File: config.mk
export PLATFORM = sky130hd
export DESIGN_NAME = pwm_sched
export DESIGN_NICKNAME = d
export VERILOG_FILES = /design/src/rtl/pwm_sched_pkg.sv /design/src/rtl/pwm_pulse_core.sv /design/src/rtl/pwm_sched.sv
export SDC_FILE = /design/constraint.sdc
export NUM_CORES = 1
export LEC_CHECK = 0
export BUFFER_PORTS_ARGS = -buffer_cell sky130_fd_sc_hd__clkbuf_2
export CAP_MARGIN = 5
export CORE_MARGIN = 4
export CORE_UTILIZATION = 30
export CTS_BUF_LIST = sky130_fd_sc_hd__clkbuf_4 sky130_fd_sc_hd__clkbuf_8 sky130_fd_sc_hd__clkbuf_16
export DETAILED_ROUTE_END_ITERATION = 8
export MAX_ROUTING_LAYER = met4
export SYNTH_ARGS = -nofsm -noshare
export SYNTH_HDL_FRONTEND = slang
export SYNTH_SLANG_ARGS = --single-unit
File: constraint.sdc
create_clock -name clk -period 3.2 [get_ports clk]
set_clock_uncertainty 0.1 [all_clocks]
set_input_delay 0.48 -clock clk [delete_from_list [all_inputs] [get_ports clk]]
set_output_delay 0.48 -clock clk [all_outputs]
set_load 0.05 [all_outputs]
File: src/rtl/pwm_sched_pkg.sv
// pwm_sched_pkg: shared state encoding and default sizing for the PWM scheduler.
// The GAP encoding is reserved here even when PWM_SCHED_GAP_EN is undefined,
// so waveforms decode the same way in every build.
package pwm_sched_pkg;

    localparam int NCH_DEF        = 4;
    localparam int PW_DEF         = 12;
    localparam int GAP_CYCLES_DEF = 4;

    typedef enum logic [1:0] {
        ST_IDLE  = 2'd0,
        ST_PULSE = 2'd1,
        ST_DONE  = 2'd2,
        ST_GAP   = 2'd3
    } state_e;

endpackage

File: src/rtl/pwm_pulse_core.sv
// pwm_pulse_core: down-counting pulse timer driving the registered PWM output.
// A start with a non-zero width raises pwm for exactly 'width' cycles.
// 'done' flags the last high cycle so the scheduler can leave PULSE on the
// same edge that drops pwm. A zero width is ignored and pwm stays low.
// The width is captured at start, so later changes on 'width' have no effect.
module pwm_pulse_core #(
    parameter int PW = 12
) (
    input  logic          clk,
    input  logic          rst,
    input  logic          start,
    input  logic [PW-1:0] width,
    output logic          pwm,
    output logic          busy,
    output logic          done
);

    logic          pwm_q, pwm_d;
    logic [PW-1:0] cnt_q, cnt_d;

    // Next-state for the counter: load on start, count down while high.
    // The terminal compare at 1 means the count never passes zero and wraps.
    always_comb begin
        pwm_d = pwm_q;
        cnt_d = cnt_q;
        if (start && (width != '0)) begin
            pwm_d = 1'b1;
            cnt_d = width;
        end else if (pwm_q) begin
            if (cnt_q == PW'(1)) begin
                pwm_d = 1'b0;
                cnt_d = '0;
            end else begin
                cnt_d = cnt_q - PW'(1);
            end
        end
    end

    // Counter and PWM registers with synchronous reset.
    always_ff @(posedge clk) begin
        if (rst) begin
            pwm_q <= 1'b0;
            cnt_q <= '0;
        end else begin
            pwm_q <= pwm_d;
            cnt_q <= cnt_d;
        end
    end

    assign pwm  = pwm_q;
    assign busy = pwm_q;
    assign done = pwm_q && (cnt_q == PW'(1));

endmodule

File: src/rtl/pwm_sched.sv
// pwm_sched: round-robin scheduler that serves one channel's PWM pulse at a time
// on a shared output.
// Optional build macro PWM_SCHED_GAP_EN inserts GAP_CYCLES guard cycles
// after every pulse.
//
//  state    | meaning
//  ---------+-----------------------------------------------------------
//  ST_IDLE  | sample requests, grant the next channel round-robin
//  ST_PULSE | pulse core drives o_pwm high for the latched width
//  ST_DONE  | one cycle, o_done[o_ch] high, o_pwm low
//  ST_GAP   | guard interval, o_pwm low, o_busy high (PWM_SCHED_GAP_EN only)
module pwm_sched
    import pwm_sched_pkg::*;
#(
    parameter int NCH        = NCH_DEF,
    parameter int PW         = PW_DEF,
    parameter int GAP_CYCLES = GAP_CYCLES_DEF
) (
    input  logic                   clk,
    input  logic                   rst,
    input  logic [NCH-1:0]         i_req,
    input  logic [NCH*PW-1:0]      i_width,
    output logic                   o_pwm,
    output logic [NCH-1:0]         o_gnt,
    output logic [NCH-1:0]         o_done,
    output logic [$clog2(NCH)-1:0] o_ch,
    output logic                   o_busy
);

    localparam int CW = $clog2(NCH);

    state_e         state_q, state_d;
    logic [CW-1:0]  last_q, last_d;
    logic [CW-1:0]  ch_q, ch_d;
    logic [NCH-1:0] gnt_q, gnt_d;
    logic [NCH-1:0] done_vec;

    logic           rr_hit;
    logic [CW-1:0]  rr_idx;
    logic [PW-1:0]  sel_w;

    logic           core_start;
    logic           core_busy;
    logic           core_done;

`ifdef PWM_SCHED_GAP_EN
    localparam int GW = (GAP_CYCLES < 2) ? 1 : $clog2(GAP_CYCLES + 1);
    logic [GW-1:0] gap_cnt_q, gap_cnt_d;
`else
    // GAP_CYCLES only matters when the guard interval is built.
    if (GAP_CYCLES < 0) begin : g_gap_cycles_negative
    end
`endif

    // Round-robin search starting one past the last granted channel.
    always_comb begin
        int            cand;
        logic [CW-1:0] cidx;
        rr_hit = 1'b0;
        rr_idx = '0;
        cand   = 0;
        cidx   = '0;
        for (int k = 1; k <= NCH; k++) begin
            cand = (int'(last_q) + k) % NCH;
            cidx = CW'(cand);
            if (!rr_hit && i_req[cidx]) begin
                rr_hit = 1'b1;
                rr_idx = cidx;
            end
        end
    end

    assign sel_w = i_width[rr_idx*PW +: PW];

    // FSM next-state, grant and done decode.
    always_comb begin
        state_d    = state_q;
        last_d     = last_q;
        ch_d       = ch_q;
        gnt_d      = '0;
        done_vec   = '0;
        core_start = 1'b0;
`ifdef PWM_SCHED_GAP_EN
        gap_cnt_d  = gap_cnt_q;
`endif
        case (state_q)
            ST_IDLE: begin
                if (rr_hit) begin
                    gnt_d      = {{(NCH-1){1'b0}}, 1'b1} << rr_idx;
                    ch_d       = rr_idx;
                    last_d     = rr_idx;
                    core_start = 1'b1;
                    state_d    = (sel_w == '0) ? ST_DONE : ST_PULSE;
                end
            end
            ST_PULSE: begin
                if (core_done) begin
                    state_d = ST_DONE;
                end
            end
            ST_DONE: begin
                done_vec = {{(NCH-1){1'b0}}, 1'b1} << ch_q;
`ifdef PWM_SCHED_GAP_EN
                if (GAP_CYCLES > 0) begin
                    state_d   = ST_GAP;
                    gap_cnt_d = GW'(GAP_CYCLES);
                end else begin
                    state_d = ST_IDLE;
                end
`else
                state_d = ST_IDLE;
`endif
            end
`ifdef PWM_SCHED_GAP_EN
            ST_GAP: begin
                if (gap_cnt_q <= GW'(1)) begin
                    state_d   = ST_IDLE;
                    gap_cnt_d = '0;
                end else begin
                    gap_cnt_d = gap_cnt_q - GW'(1);
                end
            end
`endif
            default: begin
                state_d = ST_IDLE;
            end
        endcase
    end

    // State, channel bookkeeping and grant registers.
    always_ff @(posedge clk) begin
        if (rst) begin
            state_q <= ST_IDLE;
            last_q  <= CW'(NCH - 1);
            ch_q    <= '0;
            gnt_q   <= '0;
        end else begin
            state_q <= state_d;
            last_q  <= last_d;
            ch_q    <= ch_d;
            gnt_q   <= gnt_d;
        end
    end

`ifdef PWM_SCHED_GAP_EN
    // Guard-interval down-counter.
    always_ff @(posedge clk) begin
        if (rst) begin
            gap_cnt_q <= '0;
        end else begin
            gap_cnt_q <= gap_cnt_d;
        end
    end
`endif

    pwm_pulse_core #(
        .PW (PW)
    ) u_core (
        .clk   (clk),
        .rst   (rst),
        .start (core_start),
        .width (sel_w),
        .pwm   (o_pwm),
        .busy  (core_busy),
        .done  (core_done)
    );

    assign o_gnt  = gnt_q;
    assign o_done = done_vec;
    assign o_ch   = ch_q;
    assign o_busy = (state_q != ST_IDLE) || core_busy;

endmodule

==> impl_metrics.csv <==
group,metric,value,unit
global_route,track_usage,0.131,
outcome,status,"complete, no violations",
critical_path,cp.required,3.26,ns
global_route,grt_pass1_wl,7890,um
critical_path,rr_startpoint,"last_q[1]",
placement,port-buffer-count,65,
route,avgRoutedWirePerCell,12.9,um
worst_hold_path,hp-class,"flop to flop",
clock_tree,clock_sink_count,23,
power,combinationalPowerShare,0.514,
global_route,overflow,0,
die,fp.coreArea,5990,um2
synth,ys.warnings.count,0,
power,power_frac_clock,0.152,
clock_tree,numCtsBuffers,3,
die,num_io_pins,66,
power,p_total,1.15,mW
synth,syn_nets,285,
critical_path,start_kind,"flop",
finish,antenna-diode-count,0,
synth,avgSynthCellArea,8.22,um2
synth,ys_seq_area_frac,0.245,
global_route,grt_max_degree,29,
worst_hold_path,hold_depth,2,
critical_path,cp_cell_sequence,"nand3b_1, a31oi_4, buf_12, mux2i_1, mux2i_1, nor4_4, a311oi_1, a31o_1",
placement,dp_hpwl,3850,um
die,start_util,0.314,
synth,ys_seq_elements,23,
die,row_count,28,
route,drc,0,
flow_run,cap_violations,0,
route,ant_nets,0,
placement,place_inst,356,
timing,maxSlewHeadroom,0.511,
synth,synth-edff-count,0,
critical_path,cp_common_cell,"mux2i_1",
critical_path,r2r_slack,0.42,ns
power,pwr-share-seq,0.334,
clock_tree,hold_buffers,0,
critical_path,crit_family,"simple AND/OR/NAND/NOR gates",
timing,finalWorstSetupSlack,0.418,ns
clock_tree,cts_root_buffer,"clkbuf_8",
placement,place_area,2230,um2
timing,fin_crit_sh,0.869,
timing,tns,0,ns
timing,final-setup-viol-count,0,
timing,tightest_slew,0.727,ns
power,power.density,504,nW/um2
critical_path,crit_start,"last_q[1]",
timing,hold_viol,0,
critical_path,path_buf_inv,1,
route,first_pass_iters,5,
critical_path,cp.arrival,2.84,ns
global_route,antenna_found_initial,0,
route,postRouteWirelength,4630,um
critical_path,r2r-end,"state_q[0]",
timing,rsz0062_at_grt,"no",
synth,synth_area,1880,um2
critical_path,crit_path_end,"state_q[0]",
critical_path,critPathMaxStageDelay,0.72,ns
finish,fin_util,0.382,
finish,layout_common_cells,"clkbuf_2, mux2i_1, nand2_1, nor2_1, dfxtp_1",
synth,syn_inst,229,
finish,final_nets,342,
power,p_int,0.655,mW
power,peakVddDrop,0.168,mV
clock_tree,worstSkewPairLatency,0.26,ns
route,first_iter_violations,77,
critical_path,worstRegToRegCells,8,
clock_tree,cts_setup_buffers,0,
finish,drive_gt1_frac,0.284,
critical_path,cp.depth,8,
critical_path,critPathCaptureType,"flop",
clock_tree,path_clk_slew,0.08,ns
power,switching_power,0.498,mW
clock_tree,h-tree-depth,1,
clock_tree,cts_tree,"yes",
synth,postSynth.asyncResetShare,0,
clock_tree,cts_resized,0,
global_route,grt_pass1_vias,1658,
route,vias_per_cell,5.08,
finish,layout_commonest_cell,"clkbuf_2",
finish,instances_no_fill,360,
clock_tree,clock_path_buffers,2,
critical_path,worstSetupPathType,"flop to flop",
timing,layout_min_cycle_time,2.78,ns
finish,fin_area,2290,um2
synth,synth_flop_cell,"dfxtp_1",
power,leakage,1.01,nW
die,die_h,87.2,um
placement,dp_slack,-0.0428,ns
critical_path,slowest_stage,"nor4_4",
power,p_sw_frac,0.432,
timing,finalMaxSlewViolations,0,
die,die_x,87.2,um
timing,clock.fmax,359,MHz
finish,area_growth_syn_to_layout,21.5,%
route,vias,1829,
synth,ys_types,44,
placement,gp_congestion,0.770,
die,dieArea,7600,um2
timing,whs,0.428,ns
critical_path,cp_max_fo,28,
## power groups by stage
stage	clock network (mW)	registers (mW)	logic (mW)
2_1_floorplan	0	0.407	0.450
3_3_place_gp	0	0.390	0.588
3_5_place_dp	0	0.391	0.592
4_1_cts	0.180	0.384	0.594
5_1_grt	0.194	0.395	0.658
6_report	0.175	0.385	0.593
## sequential cells by signal, indices dropped and copies added (netlist names)
register / cells
u_core.busy: 1
state_q: 2
last_q: 2
o_gnt: 4
u_core.cnt_q: 12
o_ch: 2
## how the worst min path moves through the flow
stage | from | endpoint | slack (ns)
6_report | state_q[0] | state_q[1] | 0.43
4_1_cts | state_q[0] | state_q[1] | 0.43
3_3_place_gp | state_q[0] | state_q[1] | 0.43
5_1_grt | state_q[0] | state_q[1] | 0.47
3_5_place_dp | state_q[0] | state_q[1] | 0.42
2_1_floorplan | state_q[0] | state_q[1] | 0.38
## cells in the mapped netlist (2+ instances only)
library cell  number  area, um2
mux2i_1           40        400
nand2_1           26       97.6
nor2_1            24       90.1
dfxtp_1           23        460
a21oi_1           16       80.1
a31oi_1            8       50.1
nand4_1            8       50.1
nor3_1             8       40.0
clkbuf_1           6       22.5
o21ai_0            5       25.0
buf_6              4       45.0
nand2b_1           4       25.0
nand4b_1           4       35.0
nor3b_1            4       30.0
nor4_4             4       85.1
a21o_1             3       22.5
inv_1              3       11.3
nor2b_1            3       18.8
or3_1              3       18.8
a211o_1            2       17.5
a21boi_0           2       15.0
and3_1             2       12.5
buf_4              2       15.0
ha_1               2       25.0
o22ai_1            2       12.5
o31ai_1            2       15.0
or4_1              2       15.0
## routing by layer
| metal | track usage | vias to the layer above | wire [um] |
|---|---|---|---|
| li1 | - | 962 | - |
| met1 | 0.184 | 802 | 2210 |
| met2 | 0.202 | 63 | 2120 |
| met3 | 0.00851 | 2 | 258 |
| met4 | 0.0418 | 0 | 47 |
| met5 | - | - | 0 |
## logic make-up (layout without fill, tap and decap cells)
family / Yosys count / count (layout) / share of synthesized area
AOI/OAI and AO/OA: 47 / 47 / 0.162
adders and majority gates: 2 / 2 / 0.0133
buffers and inverters: 18 / 74 / 0.0652
DFF: 23 / 23 / 0.245
muxes: 41 / 41 / 0.219
and+or+nand+nor: 98 / 98 / 0.297
## final cells by class
cell class              count  area (um2)
repair buffers             67         353
clock inverters             1        5.00
well taps                  75        93.8
inverters                   3        11.3
flip-flops and latches     23         460
clock buffers               3        41.3
multi-input cells         188        1320
fillers                   627        3700
## tightest hold or removal path, cell delays in order, from the launching register on
cell and delay (ns):
dfxtp_1 0.35, nand4_1 0.08, o21ai_1 0.06
No activity file was read; power rests on OpenSTA's default activity.
